==> src/rtl/vga_sdram_arbiter_if.sv <==
// Bus bundle between the VGA reader, the pixel source, the SDRAM controller port and the arbiter.
// The slave modport is the arbiter's view; master is the surrounding system's view.
interface vga_sdram_arbiter_if #(
  parameter int AVS_DW          = 16,
  parameter int AVS_AW          = 23,
  parameter int MAX_OUTSTANDING = 4
);
  localparam int CW = $clog2(MAX_OUTSTANDING) + 1;

  logic              vga_read;
  logic [AVS_AW-1:0] vga_address;
  logic              vga_urgent;
  logic              vga_waitrequest;
  logic [AVS_DW-1:0] vga_readdata;
  logic              vga_readdatavalid;

  logic                src_read;
  logic                src_write;
  logic [AVS_AW-1:0]   src_address;
  logic [AVS_DW-1:0]   src_writedata;
  logic [AVS_DW/8-1:0] src_byteenable;
  logic                src_waitrequest;
  logic [AVS_DW-1:0]   src_readdata;
  logic                src_readdatavalid;

  logic                avs_read;
  logic                avs_write;
  logic [AVS_AW-1:0]   avs_address;
  logic [AVS_DW-1:0]   avs_writedata;
  logic [AVS_DW/8-1:0] avs_byteenable;
  logic [AVS_DW-1:0]   avs_readdata;
  logic                avs_waitrequest;
  logic                avs_readdatavalid;

  logic [CW-1:0] rd_outstanding;
  logic          rsp_err;

  modport slave (
    input  vga_read, vga_address, vga_urgent,
    output vga_waitrequest, vga_readdata, vga_readdatavalid,
    input  src_read, src_write, src_address, src_writedata, src_byteenable,
    output src_waitrequest, src_readdata, src_readdatavalid,
    output avs_read, avs_write, avs_address, avs_writedata, avs_byteenable,
    input  avs_readdata, avs_waitrequest, avs_readdatavalid,
    output rd_outstanding, rsp_err
  );

  modport master (
    output vga_read, vga_address, vga_urgent,
    input  vga_waitrequest, vga_readdata, vga_readdatavalid,
    output src_read, src_write, src_address, src_writedata, src_byteenable,
    input  src_waitrequest, src_readdata, src_readdatavalid,
    input  avs_read, avs_write, avs_address, avs_writedata, avs_byteenable,
    output avs_readdata, avs_waitrequest, avs_readdatavalid,
    input  rd_outstanding, rsp_err
  );
endinterface

==> src/rtl/vga_sdram_arbiter.sv <==
// Two-master Avalon-MM arbiter (VGA reader V, pixel source S) with an in-order read tag FIFO.
// Optional S starvation guard against urgent V: define VGA_ARB_STARVE_GUARD_EN.
module vga_sdram_arbiter #(
  parameter int AVS_DW          = 16,
  parameter int AVS_AW          = 23,
`ifdef VGA_ARB_STARVE_GUARD_EN
  parameter int STARVE_MAX      = 8,
`endif
  parameter int MAX_OUTSTANDING = 4
) (
  input logic                sys_clk,
  input logic                sys_rst,
  vga_sdram_arbiter_if.slave bus
);
  localparam int PW = $clog2(MAX_OUTSTANDING);
  localparam int CW = PW + 1;

  typedef enum logic [1:0] {GntNone, GntV, GntS} gnt_e;

  gnt_e                 gnt;
  logic                 last_s_q, last_s_d;
  logic [CW-1:0]        cnt_q, cnt_d;
  logic [PW-1:0]        wr_ptr_q, rd_ptr_q;
  logic [MAX_OUTSTANDING-1:0] tag_q;
  logic                 rsp_err_q;
  logic                 rd_full, req_v, req_s, starve_force;
  logic                 acc_v, acc_s, push, pop, head;

  assign rd_full = (cnt_q == CW'(MAX_OUTSTANDING));
  assign req_v   = bus.vga_read & ~rd_full;
  assign req_s   = bus.src_write | (bus.src_read & ~rd_full);

`ifdef VGA_ARB_STARVE_GUARD_EN
  localparam int SW = $clog2(STARVE_MAX + 1);
  logic [SW-1:0] starve_q, starve_d;

  // Counts V accepts only while S keeps asking; saturates at STARVE_MAX.
  always_comb begin
    starve_d = starve_q;
    if (!req_s || acc_s) begin
      starve_d = '0;
    end else if (acc_v && (starve_q != SW'(STARVE_MAX))) begin
      starve_d = starve_q + 1'b1;
    end
  end

  always_ff @(posedge sys_clk or posedge sys_rst) begin
    if (sys_rst) starve_q <= '0;
    else         starve_q <= starve_d;
  end

  assign starve_force = req_s & (starve_q == SW'(STARVE_MAX));
`else
  assign starve_force = 1'b0;
`endif

  // Grant: urgent V first, then round robin on last_s_q for ties.
  always_comb begin
    gnt = GntNone;
    if (req_v && bus.vga_urgent && !starve_force) begin
      gnt = GntV;
    end else if (req_s && (starve_force || !req_v || !last_s_q)) begin
      gnt = GntS;
    end else if (req_v) begin
      gnt = GntV;
    end
  end

  assign acc_v = (gnt == GntV) & ~bus.avs_waitrequest;
  assign acc_s = (gnt == GntS) & ~bus.avs_waitrequest;
  assign push  = bus.avs_read & ~bus.avs_waitrequest;
  assign pop   = bus.avs_readdatavalid & (cnt_q != '0);
  assign head  = tag_q[rd_ptr_q];

  // Next-state logic
  always_comb begin
    last_s_d = last_s_q;
    if (acc_v)      last_s_d = 1'b0;
    else if (acc_s) last_s_d = 1'b1;

    cnt_d = cnt_q;
    case ({push, pop})
      2'b10:   cnt_d = cnt_q + 1'b1;
      2'b01:   cnt_d = cnt_q - 1'b1;
      default: cnt_d = cnt_q;
    endcase
  end

  // State register
  always_ff @(posedge sys_clk or posedge sys_rst) begin
    if (sys_rst) begin
      last_s_q  <= 1'b1;
      cnt_q     <= '0;
      wr_ptr_q  <= '0;
      rd_ptr_q  <= '0;
      tag_q     <= '0;
      rsp_err_q <= 1'b0;
    end else begin
      last_s_q <= last_s_d;
      cnt_q    <= cnt_d;
      if (push) begin
        tag_q[wr_ptr_q] <= (gnt == GntS);
        wr_ptr_q        <= wr_ptr_q + 1'b1;
      end
      if (pop) rd_ptr_q <= rd_ptr_q + 1'b1;
      if (bus.avs_readdatavalid && (cnt_q == '0)) rsp_err_q <= 1'b1;
    end
  end

  // Output logic
  always_comb begin
    bus.avs_read       = 1'b0;
    bus.avs_write      = 1'b0;
    bus.avs_address    = '0;
    bus.avs_writedata  = '0;
    bus.avs_byteenable = '0;
    case (gnt)
      GntV: begin
        bus.avs_read       = 1'b1;
        bus.avs_address    = bus.vga_address;
        bus.avs_byteenable = '1;
      end
      GntS: begin
        bus.avs_read       = bus.src_read;
        bus.avs_write      = bus.src_write;
        bus.avs_address    = bus.src_address;
        bus.avs_writedata  = bus.src_writedata;
        bus.avs_byteenable = bus.src_byteenable;
      end
      default: ;
    endcase
  end

  assign bus.vga_waitrequest   = ~acc_v;
  assign bus.src_waitrequest   = ~acc_s;
  assign bus.vga_readdata      = bus.avs_readdata;
  assign bus.src_readdata      = bus.avs_readdata;
  assign bus.vga_readdatavalid = pop & ~head;
  assign bus.src_readdatavalid = pop & head;
  assign bus.rd_outstanding    = cnt_q;
  assign bus.rsp_err           = rsp_err_q;
endmodule

==> src/flat_wrapper.sv <==
// flat-port wrapper written by rule: the top's interface ports become plain ports
module vga_sdram_arbiter_flat 
#(
  parameter int AVS_DW          = 16,
  parameter int AVS_AW          = 23,

  parameter int MAX_OUTSTANDING = 4
)
  (sys_clk, sys_rst, bus_vga_read, bus_vga_address, bus_vga_urgent, bus_vga_waitrequest, bus_vga_readdata, bus_vga_readdatavalid, bus_src_read, bus_src_write, bus_src_address, bus_src_writedata, bus_src_byteenable, bus_src_waitrequest, bus_src_readdata, bus_src_readdatavalid, bus_avs_read, bus_avs_write, bus_avs_address, bus_avs_writedata, bus_avs_byteenable, bus_avs_readdata, bus_avs_waitrequest, bus_avs_readdatavalid, bus_rd_outstanding, bus_rsp_err);
  vga_sdram_arbiter_if #(.AVS_DW(AVS_DW), .AVS_AW(AVS_AW), .MAX_OUTSTANDING(MAX_OUTSTANDING)) bus_i ();
  input logic sys_clk;
  input logic sys_rst;
  input wire logic [$bits(bus_i.vga_read)-1:0] bus_vga_read;
  input wire logic [$bits(bus_i.vga_address)-1:0] bus_vga_address;
  input wire logic [$bits(bus_i.vga_urgent)-1:0] bus_vga_urgent;
  output wire logic [$bits(bus_i.vga_waitrequest)-1:0] bus_vga_waitrequest;
  output wire logic [$bits(bus_i.vga_readdata)-1:0] bus_vga_readdata;
  output wire logic [$bits(bus_i.vga_readdatavalid)-1:0] bus_vga_readdatavalid;
  input wire logic [$bits(bus_i.src_read)-1:0] bus_src_read;
  input wire logic [$bits(bus_i.src_write)-1:0] bus_src_write;
  input wire logic [$bits(bus_i.src_address)-1:0] bus_src_address;
  input wire logic [$bits(bus_i.src_writedata)-1:0] bus_src_writedata;
  input wire logic [$bits(bus_i.src_byteenable)-1:0] bus_src_byteenable;
  output wire logic [$bits(bus_i.src_waitrequest)-1:0] bus_src_waitrequest;
  output wire logic [$bits(bus_i.src_readdata)-1:0] bus_src_readdata;
  output wire logic [$bits(bus_i.src_readdatavalid)-1:0] bus_src_readdatavalid;
  output wire logic [$bits(bus_i.avs_read)-1:0] bus_avs_read;
  output wire logic [$bits(bus_i.avs_write)-1:0] bus_avs_write;
  output wire logic [$bits(bus_i.avs_address)-1:0] bus_avs_address;
  output wire logic [$bits(bus_i.avs_writedata)-1:0] bus_avs_writedata;
  output wire logic [$bits(bus_i.avs_byteenable)-1:0] bus_avs_byteenable;
  input wire logic [$bits(bus_i.avs_readdata)-1:0] bus_avs_readdata;
  input wire logic [$bits(bus_i.avs_waitrequest)-1:0] bus_avs_waitrequest;
  input wire logic [$bits(bus_i.avs_readdatavalid)-1:0] bus_avs_readdatavalid;
  output wire logic [$bits(bus_i.rd_outstanding)-1:0] bus_rd_outstanding;
  output wire logic [$bits(bus_i.rsp_err)-1:0] bus_rsp_err;
  assign bus_i.vga_read = bus_vga_read;
  assign bus_i.vga_address = bus_vga_address;
  assign bus_i.vga_urgent = bus_vga_urgent;
  assign bus_vga_waitrequest = bus_i.vga_waitrequest;
  assign bus_vga_readdata = bus_i.vga_readdata;
  assign bus_vga_readdatavalid = bus_i.vga_readdatavalid;
  assign bus_i.src_read = bus_src_read;
  assign bus_i.src_write = bus_src_write;
  assign bus_i.src_address = bus_src_address;
  assign bus_i.src_writedata = bus_src_writedata;
  assign bus_i.src_byteenable = bus_src_byteenable;
  assign bus_src_waitrequest = bus_i.src_waitrequest;
  assign bus_src_readdata = bus_i.src_readdata;
  assign bus_src_readdatavalid = bus_i.src_readdatavalid;
  assign bus_avs_read = bus_i.avs_read;
  assign bus_avs_write = bus_i.avs_write;
  assign bus_avs_address = bus_i.avs_address;
  assign bus_avs_writedata = bus_i.avs_writedata;
  assign bus_avs_byteenable = bus_i.avs_byteenable;
  assign bus_i.avs_readdata = bus_avs_readdata;
  assign bus_i.avs_waitrequest = bus_avs_waitrequest;
  assign bus_i.avs_readdatavalid = bus_avs_readdatavalid;
  assign bus_rd_outstanding = bus_i.rd_outstanding;
  assign bus_rsp_err = bus_i.rsp_err;
  vga_sdram_arbiter #(.AVS_DW(AVS_DW), .AVS_AW(AVS_AW), .MAX_OUTSTANDING(MAX_OUTSTANDING)) u_core (.sys_clk(sys_clk), .sys_rst(sys_rst), .bus(bus_i));
endmodule
==> config.mk <==
export PLATFORM = sky130hd
export DESIGN_NAME = vga_sdram_arbiter_flat
export DESIGN_NICKNAME = d
export VERILOG_FILES = /design/src/rtl/vga_sdram_arbiter_if.sv /design/src/rtl/vga_sdram_arbiter.sv /design/src/flat_wrapper.sv
export SDC_FILE = /design/constraint.sdc
export NUM_CORES = 1
export LEC_CHECK = 0
export ABC_AREA = 1
export BUFFER_PORTS_ARGS = -buffer_cell sky130_fd_sc_hd__buf_2
export CAP_MARGIN = 20
export CORE_MARGIN = 10
export CORE_UTILIZATION = 36
export CTS_BUF_LIST = sky130_fd_sc_hd__clkbuf_2
export DETAILED_ROUTE_END_ITERATION = 12
export PLACE_DENSITY = 0.84
export SLEW_MARGIN = 25
export SYNTH_ARGS = -nofsm -noshare
export SYNTH_HDL_FRONTEND = slang
export SYNTH_SLANG_ARGS = --single-unit
==> constraint.sdc <==
create_clock -name sys_clk -period 2.8 [get_ports sys_clk]
set_input_delay 0.14 -clock sys_clk [delete_from_list [all_inputs] [get_ports sys_clk]]
set_output_delay 0.14 -clock sys_clk [all_outputs]
set_load 0.05 [all_outputs]
After elaboration in Yosys (flattened, before gate mapping)
Cells that the tools add are included.

Output and inout port bits: 83. Register bits: 13. Input port bits: 88.

Muxes and demuxes: 16. Magnitude comparators: 3. Reductions and logical operators: 11. Equality and inequality tests: 5. Bitwise operators: 14. $add $sub $neg: 4.

Operators by type and width (count): $pmux W23 S2 (1); $mux W16 (1); $and A1 B1 Y1 (8); $lt A2 B3 Y1 const B (2); $mux W1 (6); $pmux W3 S2 (1); $not A1 Y1 (5); $add A2 B1 Y2 const B (2); $bwmux W4 (1); $eq A2 B1 Y1 const B (2); $eq A2 B2 Y1 const B (2); $logic_and A1 B1 Y1 (4); $mux W2 (2); $pmux W2 S2 (1); $reduce_bool A2 Y1 (2); $add A3 B1 Y3 const B (1); $eq A3 B3 Y1 const B (1); $logic_not A3 Y1 (1); $reduce_bool A3 Y1 (1); $sub A3 B1 Y3 const B (1); $bmux W1 S2 (1); $demux W1 S2 (1); $ge A2 B1 Y1 const B (1); $logic_not A1 Y1 (2); other kinds (3) (3).

Depth between registers and ports, before layout
Gate-level depths: netlist of run 1.

Word-level depth: 13. Mapped depth: 17. Depth with buffers taken out: 17.

Worst setup path before layout of run 1
OpenSTA, ideal clock, no wires.

Kind: reg2reg. From: reg u_core.cnt_q[0], in the netlist u_core.bus.rd_outstanding[0]. To: reg u_core.cnt_q[2], in the netlist u_core.bus.rd_outstanding[2]. Slack: 20 ps. Arrival: 2657 ps. Buffers on the path: 1. Data required time: 2677 ps. Cell stages (with the launch flop): 16. Library setup time: 123 ps. Cell sequence: dfrtp_1 > inv_1 > nand3_1 > nand2_1 > nand2_1 > nand2_1 > ha_1 > buf_2 > inv_1 > nand3_2 > ha_1 > inv_1 > fa_1 > nand2_1 > nand3b_1 > xor2_1.

Word-level cells in the longest chain between the ends: 13. Elaborated cells on any way between the ends: 24. Classes of those cells: add/sub (2); eq/ne (5); mux (5); bitwise (6); reduce/logical (6).

Ends and longest elaborated chain: start: declaration (RTL line vga_sdram_arbiter.sv:22) `logic [CW-1:0] cnt_q, cnt_d;`; start signal: assignment (RTL line vga_sdram_arbiter.sv:100) `cnt_q <= cnt_d;`; $eq A3 B3 Y1 (RTL line vga_sdram_arbiter.sv:29) `assign rd_full = (cnt_q == CW'(MAX_OUTSTANDING));`; $not A1 Y1 (RTL line vga_sdram_arbiter.sv:30, vga_sdram_arbiter.sv:31); $and A1 B1 Y1 (RTL line vga_sdram_arbiter.sv:30) `assign req_v = bus.vga_read & ~rd_full;`; $logic_not A1 Y1 (RTL line vga_sdram_arbiter.sv:62) `end else if (req_s && (starve_force || !req_v || !last_s_q)) begin`; $logic_or A1 B1 Y1 (RTL line vga_sdram_arbiter.sv:62); $logic_and A1 B1 Y1 (RTL line vga_sdram_arbiter.sv:62); $mux W2 (RTL line vga_sdram_arbiter.sv:62); $mux W2 (RTL line vga_sdram_arbiter.sv:60) `if (req_v && bus.vga_urgent && !starve_force) begin`; $eq A2 B2 Y1 / $eq A2 B1 Y1 (equally long branches) (RTL line vga_sdram_arbiter.sv:117) `case (gnt)`; $pmux W1 S2 (RTL line vga_sdram_arbiter.sv:117); $and A1 B1 Y1 (RTL line vga_sdram_arbiter.sv:71) `assign push = bus.avs_read & ~bus.avs_waitrequest;`; $eq A2 B1 Y1 / $eq A2 B2 Y1 (equally long branches) (RTL line vga_sdram_arbiter.sv:82) `case ({push, pop})`; $pmux W3 S2 / $reduce_bool A2 Y1 (equally long branches).

Several ways; a longest one is shown, not always the timed one. A chain may end at the register's enable or synchronous reset.

Worst setup path in the final report of run 1
From: reg u_core.last_s_q. To: reg u_core.cnt_q[2], in the netlist u_core.bus.rd_outstanding[2].

Word-level cells in the longest chain between the ends: 10. Elaborated cells on any way between the ends: 13. Classes of those cells: eq/ne (4); mux (4); bitwise (1); reduce/logical (4).

Ends and longest elaborated chain: start: declaration (RTL line vga_sdram_arbiter.sv:21) `logic last_s_q, last_s_d;`; start signal: assignment (RTL line vga_sdram_arbiter.sv:99) `last_s_q <= last_s_d;`; $logic_not A1 Y1 (*) (RTL line vga_sdram_arbiter.sv:62); $logic_or A1 B1 Y1 (*) (RTL line vga_sdram_arbiter.sv:62); $logic_and A1 B1 Y1 (*) (RTL line vga_sdram_arbiter.sv:62); $mux W2 (*) (RTL line vga_sdram_arbiter.sv:62); $mux W2 (*) (RTL line vga_sdram_arbiter.sv:60); $eq A2 B2 Y1 / $eq A2 B1 Y1 (equally long branches) (RTL line vga_sdram_arbiter.sv:117); $pmux W1 S2 (*) (RTL line vga_sdram_arbiter.sv:117); $and A1 B1 Y1 (*) (RTL line vga_sdram_arbiter.sv:71); $eq A2 B1 Y1 / $eq A2 B2 Y1 (equally long branches) (RTL line vga_sdram_arbiter.sv:82); $pmux W3 S2 / $reduce_bool A2 Y1 (equally long branches).

Mark *: on every way between the ends. The rest lies on a longest branch, timed or not.

==> results of run 1 <==
==> through the flow <==
| stage | cell area (um^2) | total power, W | instances |
|---|---|---|---|
| global placement | 1950 | 0.00221 | 383 |
| detailed placement | 1950 | 0.00226 | 383 |
| global route | 1990 | 0.00256 | 388 |
| CTS | 1980 | 0.00237 | 388 |
| floorplan | 1550 | 0.00194 | 251 |
| finish | 1990 | 0.00237 | 388 |
==> state kept, by name, indices dropped and copies added, names as in the netlist <==
register                   count
u_core.bus.rd_outstanding      3
u_core.bus.rsp_err             1
u_core.last_s_q                1
u_core.rd_ptr_q                2
u_core.tag_q                   4
u_core.wr_ptr_q                2
==> worst paths after layout <==
check                      slack (ns)                           end  cells after the start             startpoint
min                              0.10            u_core.bus.rsp_err                      3  bus_avs_readdatavalid
max                              0.27  u_core.bus.rd_outstanding[2]                     15        u_core.last_s_q
min in group asynchronous        0.42               u_core.tag_q[1]                      3                sys_rst
min reg2reg                      0.49            u_core.bus.rsp_err                      1     u_core.bus.rsp_err
max reg2reg                      0.27  u_core.bus.rd_outstanding[2]                     15        u_core.last_s_q
max in group asynchronous        2.03               u_core.last_s_q                      3                sys_rst
==> worst max-delay path: stages, from the launching register on <==
cell and delay, ns:
dfstp_2 0.56, nor2_1 0.05, nand3b_1 0.16, nand2_2 0.09, nand2_1 0.05, ha_1 0.21
nand2_2 0.10, nand2_2 0.10, nand3_2 0.11, ha_2 0.19, inv_1 0.06, fa_1 0.38
inv_1 0.07, nand2_1 0.05, nand3b_1 0.10, xor2_1 0.16
==> power by group <==
part | total (W) | internal (W) | switching [W]
clock | 0.000101 | 0.0000379 | 0.0000629
combinational | 0.00192 | 0.000454 | 0.00147
sequential | 0.000346 | 0.000281 | 0.0000656
total | 0.00237 | 0.000772 | 0.00159
==> cells in the final DEF, fill, tap and decap left out, drive strengths merged <==
| cell | netlist | final |
|---|---|---|
| nand2 | 92 | 92 |
| nand3 | 5 | 5 |
| o21ai | 3 | 3 |
| nor2 | 3 | 3 |
| dfrtp | 12 | 12 |
| a21oi | 29 | 29 |
| o211ai | 1 | 1 |
| fa | 1 | 1 |
| dfstp | 1 | 1 |
| ha | 7 | 7 |
| buf | 42 | 125 |
| xnor2 | 1 | 1 |
| nand3b | 2 | 2 |
| inv | 39 | 39 |
| clkbuf | 1 | 4 |
| xor2 | 3 | 3 |
| nand4 | 8 | 8 |
| dlygate4sd3 | 0 | 1 |
| o21bai | 1 | 1 |
==> area by class of cell <==
class | count | area [um^2] | area share [%]
multi-input combinational | 156 | 796 | 39.9
tap | 50 | 62.6 | 3.14
inverter | 39 | 146 | 7.34
sequential | 13 | 327 | 16.4
timing repair buffer | 126 | 643 | 32.2
clock buffer | 4 | 20.0 | 1.00
==> logic make-up (layout without fill, tap and decap cells) <==
logic type / Yosys count / in the layout / share of synthesized area, %
xor+xnor: 4 / 4 / 2.26
simple gates: 110 / 110 / 29.3
fa+ha+maj: 8 / 8 / 6.94
buf+inv: 82 / 169 / 28.4
flops: 13 / 13 / 21.1
compound gates: 34 / 34 / 12.0
==> what timing repair did <==
item	CTS	global route
resized for setup	0	6
endpoints found under the hold margin	12	0
setup endpoints to repair	0	4
hold buffers	1	0
==> synth_stat cells <==
master,number,share of area (%)
a21oi_1,28,9.0
a21oi_4,1,1.0
buf_2,10,3.2
buf_4,32,15
clkbuf_1,1,0.24
dfrtp_1,12,19
dfstp_2,1,1.7
fa_1,1,1.3
ha_1,7,5.6
inv_1,38,9.2
inv_2,1,0.24
nand2_1,91,22
nand2_2,1,0.40
nand3_1,4,1.3
nand3_2,1,0.65
nand3b_1,2,0.97
nand4_1,8,3.2
nor2_1,3,0.73
o211ai_1,1,0.48
o21ai_0,3,0.97
o21bai_1,1,0.48
xnor2_1,1,0.57
xor2_1,3,1.7
==> routing by layer <==
layer	up-vias	GRT usage [%]	wire, um	part of all wire, %
li1	910	-	-	-
met1	785	13.2	1940	34
met2	89	26.8	3020	53
met3	20	5.30	603	11
met4	0	6.14	157	2.7
met5	-	0	0	0
==> impl_metrics.py, run 1 <==
metrics = {
    "status": {
        "status": "complete, no violations",
    },
    "drt": {
        "via_per_inst": 4.65,
        "drcViolationCount": 0,
        "vias": 1804,
        "ant_nets": 0,
        "wl_per_cell_um": 14.7,
        "firstDrtPassIters": 4,
        "wl_mm": 5.72,
        "drt_iter0_drc": 38,
    },
    "critical_path": {
        "cp-end-kind": "flop",
        "path_class": "flop to flop",
        "start_kind": "flop",
        "critical_path.max_fanout": 5,
        "arrival_ns": 2.74,
        "cp_data_required_time_ns": 3.01,
    },
    "min_path": {
        "hp-class": "primary input to flop",
    },
    "grt": {
        "track_usage_pct": 14.2,
        "grt_pass1_wl_mm": 8.73,
        "antenna_found_initial": 0,
        "overflow": 0,
        "grt_pass1_vias": 1729,
        "grt_max_degree": 48,
    },
    "die": {
        "floorplan.initialDensity_pct": 37.9,
        "die-width_um": 85.6,
        "core_region_area_mm2": 0.00409,
        "chipHeight_um": 85.6,
        "io_pins": 171,
        "rows": 23,
        "dieArea_mm2": 0.00733,
    },
    "clock_network": {
        "cts_tree": "built",
        "cts-root-buf": "clkbuf_2",
        "ctsHtreeMaxLevel": 1,
        "postCtsSetupBuffers": 0,
        "clk-insertion-delay-late_ns": 0.28,
        "numCtsBuffers": 3,
        "clockBufferDepth": 2,
        "clk_pin_slew_worst_paths_ns": 0.13,
        "cts_sinks": 13,
    },
    "timing": {
        "worst_pin_slew_ns": 0.498,
        "fin_setup_tns_ns": 0,
        "setup_viol": 0,
        "worst_slack_ns": 0.269,
        "hold-worst-slack_ns": 0.102,
        "slew_headroom_pct": 66.8,
        "slew_viol_final": 0,
        "min_period_ns": 2.53,
        "max_freq_mhz": 395,
        "hold_viol_final": 0,
        "worst_clock_skew_ns": 0.00649,
        "fin_crit_sh_pct": 90.4,
        "rsz0062_at_grt": "no",
    },
    "place": {
        "finalWeightedCongestion": 0.928,
        "place_ws_ns": 0.170,
        "portBuffers": 122,
        "dp_hpwl_mm": 4.76,
    },
    "cells_and_area": {
        "area_delta_synth_final_pct": 28.7,
        "antenna_cells": 0,
        "drive_gt1_share_pct": 41.4,
        "fillers": 431,
        "final_util_pct": 48.8,
        "fin_nets": 435,
    },
    "synth": {
        "synth_nets": 347,
        "synth-seq-cells": 13,
        "syn_area_per_cell_um2": 6.18,
        "ys_seq_area_share_pct": 21.1,
        "ys_types": 23,
        "syn_inst": 251,
        "yosysWarnings": 0,
        "synth_area_mm2": 0.00155,
    },
    "pwr": {
        "p_leak_nw": 1.29,
        "pwr_density_cell_mw_per_mm2": 1190,
        "vdd_ir_drop_max_uv": 576,
    },
    "flow_run": {
        "maxCapViolations": 0,
    },
}
No activity file was read; power rests on OpenSTA's default activity.
==> inputs of run 2 (changes only) <==
- CORE_UTILIZATION: 36 -> 35
- CTS_BUF_LIST: sky130_fd_sc_hd__clkbuf_2 -> default
- GPL_ROUTABILITY_DRIVEN: default -> 0
- PLACE_DENSITY: 0.84 -> 0.82
- SLEW_MARGIN: 25 -> default
==> impl_metrics.py, run 2 (synthesis gave the netlist of run 1 again) <==
metrics = {
    "pwr": {
        "vdd_ir_drop_max_uv": 765,
        "power_w": 0.00243,
        "p_leak_nw": 1.29,
        "pwr_density_cell_mw_per_mm2": 1200,
    },
    "cells_and_area": {
        "final_common_cell": "buf_2",
        "fillers": 443,
        "drive_gt1_share_pct": 40.2,
        "antenna_cells": 0,
        "largest_reg_flops": 4,
        "fin_nets": 435,
        "regMostFlops": "u_core.tag_q",
        "final_cell_mix": "buf_2, nand2_1, inv_1, a21oi_1, dfrtp_1",
        "area_delta_synth_final_pct": 29.9,
    },
    "clock_network": {
        "clk_pin_slew_worst_paths_ns": 0.05,
        "cts_tree": "built",
        "cts_sinks": 13,
        "clk-insertion-delay-late_ns": 0.24,
        "numCtsBuffers": 3,
        "ctsHtreeMaxLevel": 1,
        "postCtsSetupBuffers": 0,
        "clockBufferDepth": 2,
        "cts-root-buf": "clkbuf_8",
    },
    "grt": {
        "track_usage_pct": 13.7,
        "antenna_found_initial": 0,
        "grt_pass1_wl_mm": 8.54,
        "overflow": 0,
        "grt_pass1_vias": 1741,
        "grt_max_degree": 48,
    },
    "timing": {
        "hold_viol_final": 0,
        "slew_headroom_pct": 67.3,
        "fin_crit_sh_pct": 91.9,
        "setup_viol": 0,
        "max_freq_mhz": 389,
        "worst_pin_slew_ns": 0.489,
        "fin_setup_tns_ns": 0,
        "min_period_ns": 2.57,
        "worst_clock_skew_ns": 0.00137,
        "rsz0062_at_grt": "no",
        "slew_viol_final": 0,
    },
    "drt": {
        "wl_mm": 5.63,
        "via_per_inst": 4.50,
        "drt-met1-wl_mm": 1.98,
        "firstDrtPassIters": 4,
        "drt_iter0_drc": 63,
        "vias": 1754,
        "met2_length_mm": 2.90,
        "ant_nets": 0,
        "top_layer_used": "met4",
        "wl_met3_um": 708,
        "drcViolationCount": 0,
        "wl_per_cell_um": 14.4,
    },
    "place": {
        "portBuffers": 122,
        "dp_hpwl_mm": 4.69,
    },
    "die": {
        "dieArea_mm2": 0.00749,
        "floorplan.initialDensity_pct": 35.9,
        "chipHeight_um": 86.6,
        "die-width_um": 86.6,
        "core_region_area_mm2": 0.00432,
        "io_pins": 171,
        "rows": 24,
    },
    "critical_path": {
        "crit_start": "u_core.bus.rd_outstanding[0]",
        "critical_path.max_fanout": 5,
        "cp_data_required_time_ns": 2.96,
        "reg2regPathDepth": 17,
        "cp.depth": 17,
        "cp_top_family": "simple AND/OR/NAND/NOR gates",
        "rr_endpoint": "u_core.bus.rd_outstanding[2]",
        "slowest_delay_ns": 0.41,
        "start_kind": "flop",
        "arrival_ns": 2.74,
        "crit_path_cell_trace": "inv_2, nand3_2, nand2_1, nand2_1, nand2_1, nand2_1, ha_1, nand2_1, nand2_2, nand3_2, ha_1, inv_1, fa_1, inv_1, nand2_1, nand3b_1, xor2_1",
        "slowest_stage": "dfrtp_1",
        "crit_buf_inv": 3,
        "path_class": "flop to flop",
        "rrSetupSlack_ns": 0.23,
        "endpoint": "u_core.bus.rd_outstanding[2]",
        "cp-end-kind": "flop",
        "r2r_start": "u_core.bus.rd_outstanding[0]",
        "path_common_cell": "nand2_1",
    },
    "status": {
        "status": "complete, no violations",
    },
    "flow_run": {
        "maxCapViolations": 0,
    },
    "min_path": {
        "hp-class": "primary input to flop",
    },
}
-- run 2: worst min-delay path by stage --
stage                               start                            to  slack (ns)  cells past startpoint
CTS                 bus_avs_readdatavalid            u_core.bus.rsp_err        0.16                      3
finish              bus_avs_readdatavalid            u_core.bus.rsp_err        0.15                      3
detailed placement                sys_rst            u_core.bus.rsp_err        0.19                      2
global placement                  sys_rst            u_core.rd_ptr_q[1]        0.18                      2
floorplan                         sys_rst  u_core.bus.rd_outstanding[0]        0.02                      1
global route        bus_avs_readdatavalid            u_core.bus.rsp_err        0.17                      3
-- run 2: metrics by stage --
stage          std cells  cell area (um^2)  worst slack [ns]  hold WS [ns]  util [%]
3_3_place_gp         385              1950             0.345         0.184      45.2
6_report             390              2010             0.227         0.152      46.6
4_1_cts              390              2010             0.132         0.156      46.5
2_1_floorplan        251              1550            0.0201        0.0162         -
3_5_place_dp         385              1950             0.163         0.187      45.2
5_1_grt              390              2010            0.0419         0.174      46.6
-- run 2: power by group --
part | leakage (nW) | switching [W] | internal (W)
Combinational | 1.12 | 0.00146 | 0.000447
Clock | 0.0228 | 0.0000672 | 0.000101
Sequential | 0.155 | 0.0000670 | 0.000282
-- run 2: per-layer routing --
| metal | GRT usage [%] | vias up |
|---|---|---|
| li1 | - | 910 |
| met1 | 12.3 | 740 |
| met2 | 26.4 | 97 |
| met3 | 6.29 | 7 |
| met4 | 3.98 | 0 |
| met5 | 0 | - |
-- run 2: timing repair --
item	4_1_cts	5_1_grt
endpoints found under the hold margin	12	0
hold buffers	1	0
endpoints found under the setup margin	0	1
resized for setup	0	3
-- run 2: tightest hold or removal path, stage by stage --
cell and delay (ns):
buf_2 0.11, inv_1 0.04, o21bai_1 0.06
-- run 2: area by class of cell --
class	instances	area [um^2]	area share, %
clock buffer	4	45.0	2.24
inverter	39	146	7.27
multi-input combinational	156	788	39.1
sequential	13	327	16.2
tap	52	65.1	3.23
timing repair buffer	126	643	31.9
